`src/rtl/cmp_operand_sequencer.sv`:
```
// Key-stepped operand entry (X, Y, select) for the 4-bit comparator/max unit.
// Optional macro AUTO_SWEEP_EN adds a SWEEP state that counts {x,y} up from READY.
module cmp_operand_sequencer #(
   parameter int WIDTH     = 4,
   parameter int SWEEP_DIV = 50000000
) (
   input  logic             clk,
   input  logic             reset_n,
   input  logic [WIDTH-1:0] sw,
   input  logic             key_n,
   input  logic             sweep_req,
   output logic [WIDTH-1:0] x,
   output logic [WIDTH-1:0] y,
   output logic [1:0]       sel,
   output logic             valid,
   output logic [1:0]       stage
);

`ifdef AUTO_SWEEP_EN
   typedef enum logic [2:0] {
      S_IDLE  = 3'd0,
      S_GOT_X = 3'd1,
      S_GOT_Y = 3'd2,
      S_READY = 3'd3,
      S_SWEEP = 3'd4
   } state_t;

   localparam int            CW       = (SWEEP_DIV > 1) ? $clog2(SWEEP_DIV) : 1;
   localparam int            XYW      = 2 * WIDTH;
   localparam logic [CW-1:0] CNT_LAST = CW'(SWEEP_DIV - 1);
`else
   typedef enum logic [1:0] {
      S_IDLE  = 2'd0,
      S_GOT_X = 2'd1,
      S_GOT_Y = 2'd2,
      S_READY = 2'd3
   } state_t;
`endif

   state_t           state_q, state_d;
   logic [WIDTH-1:0] x_q, x_d;
   logic [WIDTH-1:0] y_q, y_d;
   logic [1:0]       sel_q, sel_d;
   logic             valid_q, valid_d;
   logic [1:0]       stage_q, stage_d;

   logic             k1_q, k2_q, kp_q;
   logic             press_s;

   // Key synchronizer and edge register; all idle at released (1).
   always_ff @(posedge clk or negedge reset_n) begin
      if (!reset_n) begin
         k1_q <= 1'b1;
         k2_q <= 1'b1;
         kp_q <= 1'b1;
      end else begin
         k1_q <= key_n;
         k2_q <= k1_q;
         kp_q <= k2_q;
      end
   end

   assign press_s = kp_q & ~k2_q;

`ifdef AUTO_SWEEP_EN
   logic            s1_q, s2_q, sp_q;
   logic            sweep_rise_s;
   logic [CW-1:0]   cnt_q, cnt_d;
   logic [XYW-1:0]  xy_inc_s;

   // Sweep request synchronizer and rising-edge register.
   always_ff @(posedge clk or negedge reset_n) begin
      if (!reset_n) begin
         s1_q <= 1'b0;
         s2_q <= 1'b0;
         sp_q <= 1'b0;
      end else begin
         s1_q <= sweep_req;
         s2_q <= s1_q;
         sp_q <= s2_q;
      end
   end

   assign sweep_rise_s = s2_q & ~sp_q;
   assign xy_inc_s     = {x_q, y_q} + XYW'(1'b1);
`else
   logic unused_sweep_req_s;
   assign unused_sweep_req_s = sweep_req;
`endif

   // Next-state and operand capture; sw is only looked at on a press edge.
   always_comb begin
      state_d = state_q;
      x_d     = x_q;
      y_d     = y_q;
      sel_d   = sel_q;
`ifdef AUTO_SWEEP_EN
      cnt_d   = cnt_q;
`endif
      case (state_q)
         S_IDLE: begin
            if (press_s) begin
               x_d     = sw;
               state_d = S_GOT_X;
            end else begin
               state_d = S_IDLE;
            end
         end
         S_GOT_X: begin
            if (press_s) begin
               y_d     = sw;
               state_d = S_GOT_Y;
            end else begin
               state_d = S_GOT_X;
            end
         end
         S_GOT_Y: begin
            if (press_s) begin
               sel_d   = sw[1:0];
               state_d = S_READY;
            end else begin
               state_d = S_GOT_Y;
            end
         end
         S_READY: begin
            if (press_s) begin
               x_d     = sw;
               state_d = S_GOT_X;
            end
`ifdef AUTO_SWEEP_EN
            else if (sweep_rise_s) begin
               cnt_d   = {CW{1'b0}};
               state_d = S_SWEEP;
            end
`endif
            else begin
               state_d = S_READY;
            end
         end
`ifdef AUTO_SWEEP_EN
         // A press beats a coincident terminal count: abort without stepping.
         S_SWEEP: begin
            if (press_s) begin
               state_d = S_READY;
            end else if (cnt_q == CNT_LAST) begin
               cnt_d      = {CW{1'b0}};
               {x_d, y_d} = xy_inc_s;
               if (&{x_q, y_q}) begin
                  state_d = S_READY;
               end else begin
                  state_d = S_SWEEP;
               end
            end else begin
               cnt_d   = cnt_q + CW'(1'b1);
               state_d = S_SWEEP;
            end
         end
`endif
         default: begin
            state_d = S_IDLE;
         end
      endcase
   end

   // Stage and valid are decoded from the next state so they register with it.
   always_comb begin
      valid_d = 1'b0;
      stage_d = 2'd0;
      case (state_d)
         S_IDLE:  stage_d = 2'd0;
         S_GOT_X: stage_d = 2'd1;
         S_GOT_Y: stage_d = 2'd2;
         S_READY: begin
            stage_d = 2'd3;
            valid_d = 1'b1;
         end
`ifdef AUTO_SWEEP_EN
         S_SWEEP: begin
            stage_d = 2'd3;
            valid_d = 1'b1;
         end
`endif
         default: begin
            stage_d = 2'd0;
            valid_d = 1'b0;
         end
      endcase
   end

   // State and output registers.
   always_ff @(posedge clk or negedge reset_n) begin
      if (!reset_n) begin
         state_q <= S_IDLE;
         x_q     <= {WIDTH{1'b0}};
         y_q     <= {WIDTH{1'b0}};
         sel_q   <= 2'd0;
         valid_q <= 1'b0;
         stage_q <= 2'd0;
      end else begin
         state_q <= state_d;
         x_q     <= x_d;
         y_q     <= y_d;
         sel_q   <= sel_d;
         valid_q <= valid_d;
         stage_q <= stage_d;
      end
   end

`ifdef AUTO_SWEEP_EN
   // Sweep divider.
   always_ff @(posedge clk or negedge reset_n) begin
      if (!reset_n) begin
         cnt_q <= {CW{1'b0}};
      end else begin
         cnt_q <= cnt_d;
      end
   end
`endif

   assign x     = x_q;
   assign y     = y_q;
   assign sel   = sel_q;
   assign valid = valid_q;
   assign stage = stage_q;

endmodule

```
`config.mk`:
```
export PLATFORM = sky130hd
export DESIGN_NAME = cmp_operand_sequencer
export DESIGN_NICKNAME = d
export VERILOG_FILES = /design/src/rtl/cmp_operand_sequencer.sv
export SDC_FILE = /design/constraint.sdc
export NUM_CORES = 1
export LEC_CHECK = 0
export ABC_AREA = 0
export CORE_MARGIN = 1
export CORE_UTILIZATION = 44
export DETAILED_ROUTE_END_ITERATION = 6
export GPL_TIMING_DRIVEN = 0
export PLACE_DENSITY = 0.76
export RECOVER_POWER = 100
export SLEW_MARGIN = 5
export SYNTH_ARGS = -nofsm -noshare
export SYNTH_HDL_FRONTEND = slang
export SYNTH_SLANG_ARGS = --single-unit
```
`constraint.sdc`:
```
create_clock -name clk -period 1.85 [get_ports clk]
set_clock_uncertainty 0.05 [all_clocks]
set_input_delay 0.37 -clock clk [delete_from_list [all_inputs] [get_ports clk]]
set_output_delay 0.37 -clock clk [all_outputs]
set_load 0.02 [all_outputs]
```
Yosys cells after proc, flatten, opt, wreduce, memory -nomap -nowiden
Cells that the tools add are included.

Register bits after elaboration: 18. Logic and storage cells: 30. Input port bits: 8. Output and inout bits: 13.

Bitwise gates (word level): 2. Equal/unequal tests: 6. Reductions and logical operators: 6. Multiplexer cells: 7.

Operator list (number): $pmux W2 S4 (2); $eq A2 B2 Y1 const B (4); $reduce_and A2 Y1 (3); $eq A2 B1 Y1 const B (2); $logic_not A2 Y1 (2); $mux W2 (2); $mux W1 (3); $reduce_or A2 Y1 (1); $and A1 B1 Y1 (1); $not A1 Y1 (1).

Longest topological paths before layout
Depth in word-level cells: 6. Mapped depth: 6. Mapped depth without buffers: 5.

Worst setup path after synthesis
OpenSTA, ideal clock, no wires.

Kind: reg2reg. Start: register state_q[0]. End: register valid_q, in the netlist valid. Buffers on the path: 0. Setup slack: 0.356 ns. Period minus slack after synthesis: 1.494 ns. Stages on the path, launching flop included: 6. Data arrival time: 1.317 ns. Required time: 1.672 ns. Setup time: 0.128 ns. Cell sequence: dfrtp_1 inv_1 ha_1 or4b_1 o21ai_2 nor3_1.

Cells in the longest elaborated chain, start to end: 4. Elaborated cells between the ends (all ways): 7. Classes of those cells: eq/ne (4); mux (2); reduce/logical (1).

RTL lines: start: declaration (RTL line 40) `state_t state_q, state_d;`; start signal: assignment (RTL line 200) `state_q <= state_d;`; $eq A2 B2 Y1, or another cell as far along (RTL line 100) `case (state_q)`; $pmux W2 S4 * (RTL line 100); $eq A2 B2 Y1 * (RTL line 169) `case (state_d)`; $mux W1 * (RTL line 169); via valid_d (RTL line 44) `logic valid_q, valid_d;`; end signal: assignment (RTL line 204) `valid_q <= valid_d;`; end: declaration (RTL line 44).

The timed path passes the listed nets; every way through them passes the cells marked *. A chain may end at the register's enable or synchronous reset.

==> run metrics <==
status completed; CP Cell Sequence clkbuf_4, clkdlybuf4s50_1; P&R area growth vs syn 33.75%; number of diodes 0; post-synthesis sequential area ratio 0.6125; EDFF count, synth 0; syn nets 60; Synth Instances 48; FFs w/ async S/R, synth 1.000; antenna violations before repair 0; final non-filler cell total 88; critical path's slowest cell clkdlybuf4s50_1; Num CTS Buffers 3; total power 961.5 µW; P_leak 0.0004276 µW; post-layout min period 1758 ps; Final Cell Area 937.1 µm²; Initial Util 0.4706; DIE HEIGHT 41.91 µm; clock transition at the registers of the reported paths 90 ps; Bufs and invs on worst path 2; Setup CP Type register to primary output; Placement Setup Slack 253.6 ps; clock sink count 17; CP max stage delay 580 ps; Die W 41.91 µm; CTS root buf clkbuf_4; DR vias 427; DR DRC count 0; share of layout cells above drive strength 1 0.2639; row count 14; pin count of the biggest net entering global routing 18; global-route total usage across every layer 0.1450; Yosys cell types 18; VDD IR-drop max 0.6192 mV; Yosys top cell area share 0.5000; FF+latch count, synth 17; H-Tree Level Count 1; setup TNS 0 ps; Clock Path Buffers 2; power density over the cells 1026 nW/µm²; routed len/inst 12.75 µm; max-slew violation count 0; 1st-pass router iterations 1; area leader, netlist dfrtp_1; RSZ-0062 raised after global routing no; Synth area leaders dfrtp_1 (50%), mux2_2 (16%), dfstp_2 (11%), ha_1 (7.1%), a211oi_2 (1.8%); Fillers 123; max_cap viols 0; fin nets 85; Worst Max-Slew Pin Slew 731.4 ps; Worst path top cell family by delay buffers and inverters; Fin. Hold Viols 0; final WL 1122 µm; Detailed Place HPWL 828.8 µm; grt ovf 0; Core Area 1489 µm²; IO buf count 19; Max Clk Rate 0.5690 GHz; Die Area 1756 µm²; Placed Cells 83; crit path max fanout 2; worst skew pair latency 280 ps; Worst Setup Start Kind register; first-pass GRT wire length 1883 µm; Top FF cell, synth dfrtp_1; Mapped Area 700.7 µm²; CTS Hold Bufs 0; Synthesis Warnings 0; final setup fails 0; syn_area_per_cell 14.60 µm²; CP endpoint kind primary output; crit path DAT 1340 ps; IO Pins 21; CTS tree done; vias per std cell 4.852; Worst slew margin 0.5108; cell area after placement 910.9 µm²; vias in the first global route 447; Min-Delay Path Class register to register; initial DRC count 0; DRT antenna net count 0; Worst Setup Slack, final 92.40 ps; WP data required 1430 ps; GPL Wtd Cong 0.6797; Period Utilization, post-route 0.9501
-- metal layers --
metal	global-route usage	routed length, µm	part of all wire
met3	0.03478	85	0.076
met4	0.05806	0	0
met1	0.1839	492	0.44
met5	0	0	0
met2	0.2375	544	0.48
-- timing repair --
item	CTS	global route
gates resized for setup	0	0
setup buffers	1	0
endpoints found under the setup margin	1	0
-- report_power, final --
group          internal (µW)  total (µW)  switching (µW)
clock network           83.7         195             111
registers                439         470            30.4
logic                    153         297             144
-- final cells by class --
class	count	area (µm²)	area share
Multi-Input combinational cell	26	241.5	0.2577
Sequential cell	17	429.2	0.4579
Timing Repair Buffer	20	197.7	0.2109
Clock buffer	4	26.28	0.02804
Inverter	3	11.26	0.01202
Tap cell	16	20.02	0.02136
Buffer	2	11.26	0.01202
-- synth_stat cells, drive strengths merged (2+ instances only) --
| master | number |
|---|---|
| dfstp | 3 |
| and2b | 2 |
| mux2 | 10 |
| inv | 3 |
| nor2 | 3 |
| dfrtp | 14 |
| ha | 4 |
-- final timing paths --
path	from	slack [ps]	depth (start not counted)	endpoint
min	k1_q	320	0	k2_q
min in group asynchronous	reset_n	530	1	x[1]
max	state_q[0]	90	2	stage[0]
min reg2reg	k1_q	320	0	k2_q
max reg2reg	state_q[0]	210	6	valid
max in group asynchronous	reset_n	760	1	state_q[0]
-- cells by family after synthesis --
| family | after synthesis | synth area share |
|---|---|---|
| AO/OA/AOI/OAI | 2 | 0.03036 |
| multiplexers | 10 | 0.1607 |
| buffers and inverters | 5 | 0.03392 |
| flip-flops | 17 | 0.6125 |
| adder cells (fa/ha/maj) | 4 | 0.07143 |
| AND/OR/NAND/NOR | 10 | 0.09108 |
-- layout by cell type, fill, tap and decap left out, drive strengths merged --
cell           Yosys  final
clkdlybuf4s50      0      5
and2b              2      2
and3b              1      1
mux2              10     10
o21ai              1      1
inv                3      3
dlygate4sd3        0     14
dfrtp             14     14
nand2b             1      1
buf                1      1
nor2               3      3
clkbuf             1      6
ha                 4      4
dfstp              3      3
or4b               1      1
nand2              1      1
a211oi             1      1
nor3               1      1
-- per-stage QoR --
step | utilization | hold slack [ps]
2_1_floorplan | - | 24.41
3_3_place_gp | 0.6118 | 295.7
3_5_place_dp | 0.6118 | 299.5
4_1_cts | 0.6345 | 313.7
5_1_grt | 0.6294 | 321.0
6_report | 0.6294 | 316.9
-- sequential cells by signal, summed over array words and instances (netlist names) --
| name | cells |
|---|---|
| x | 4 |
| y | 4 |
| sel | 2 |
| state_q | 2 |
| k1_q | 1 |
| k2_q | 1 |
| kp_q | 1 |
| stage | 1 |
| valid | 1 |
Note: power is estimated with default switching activity, not from simulation.
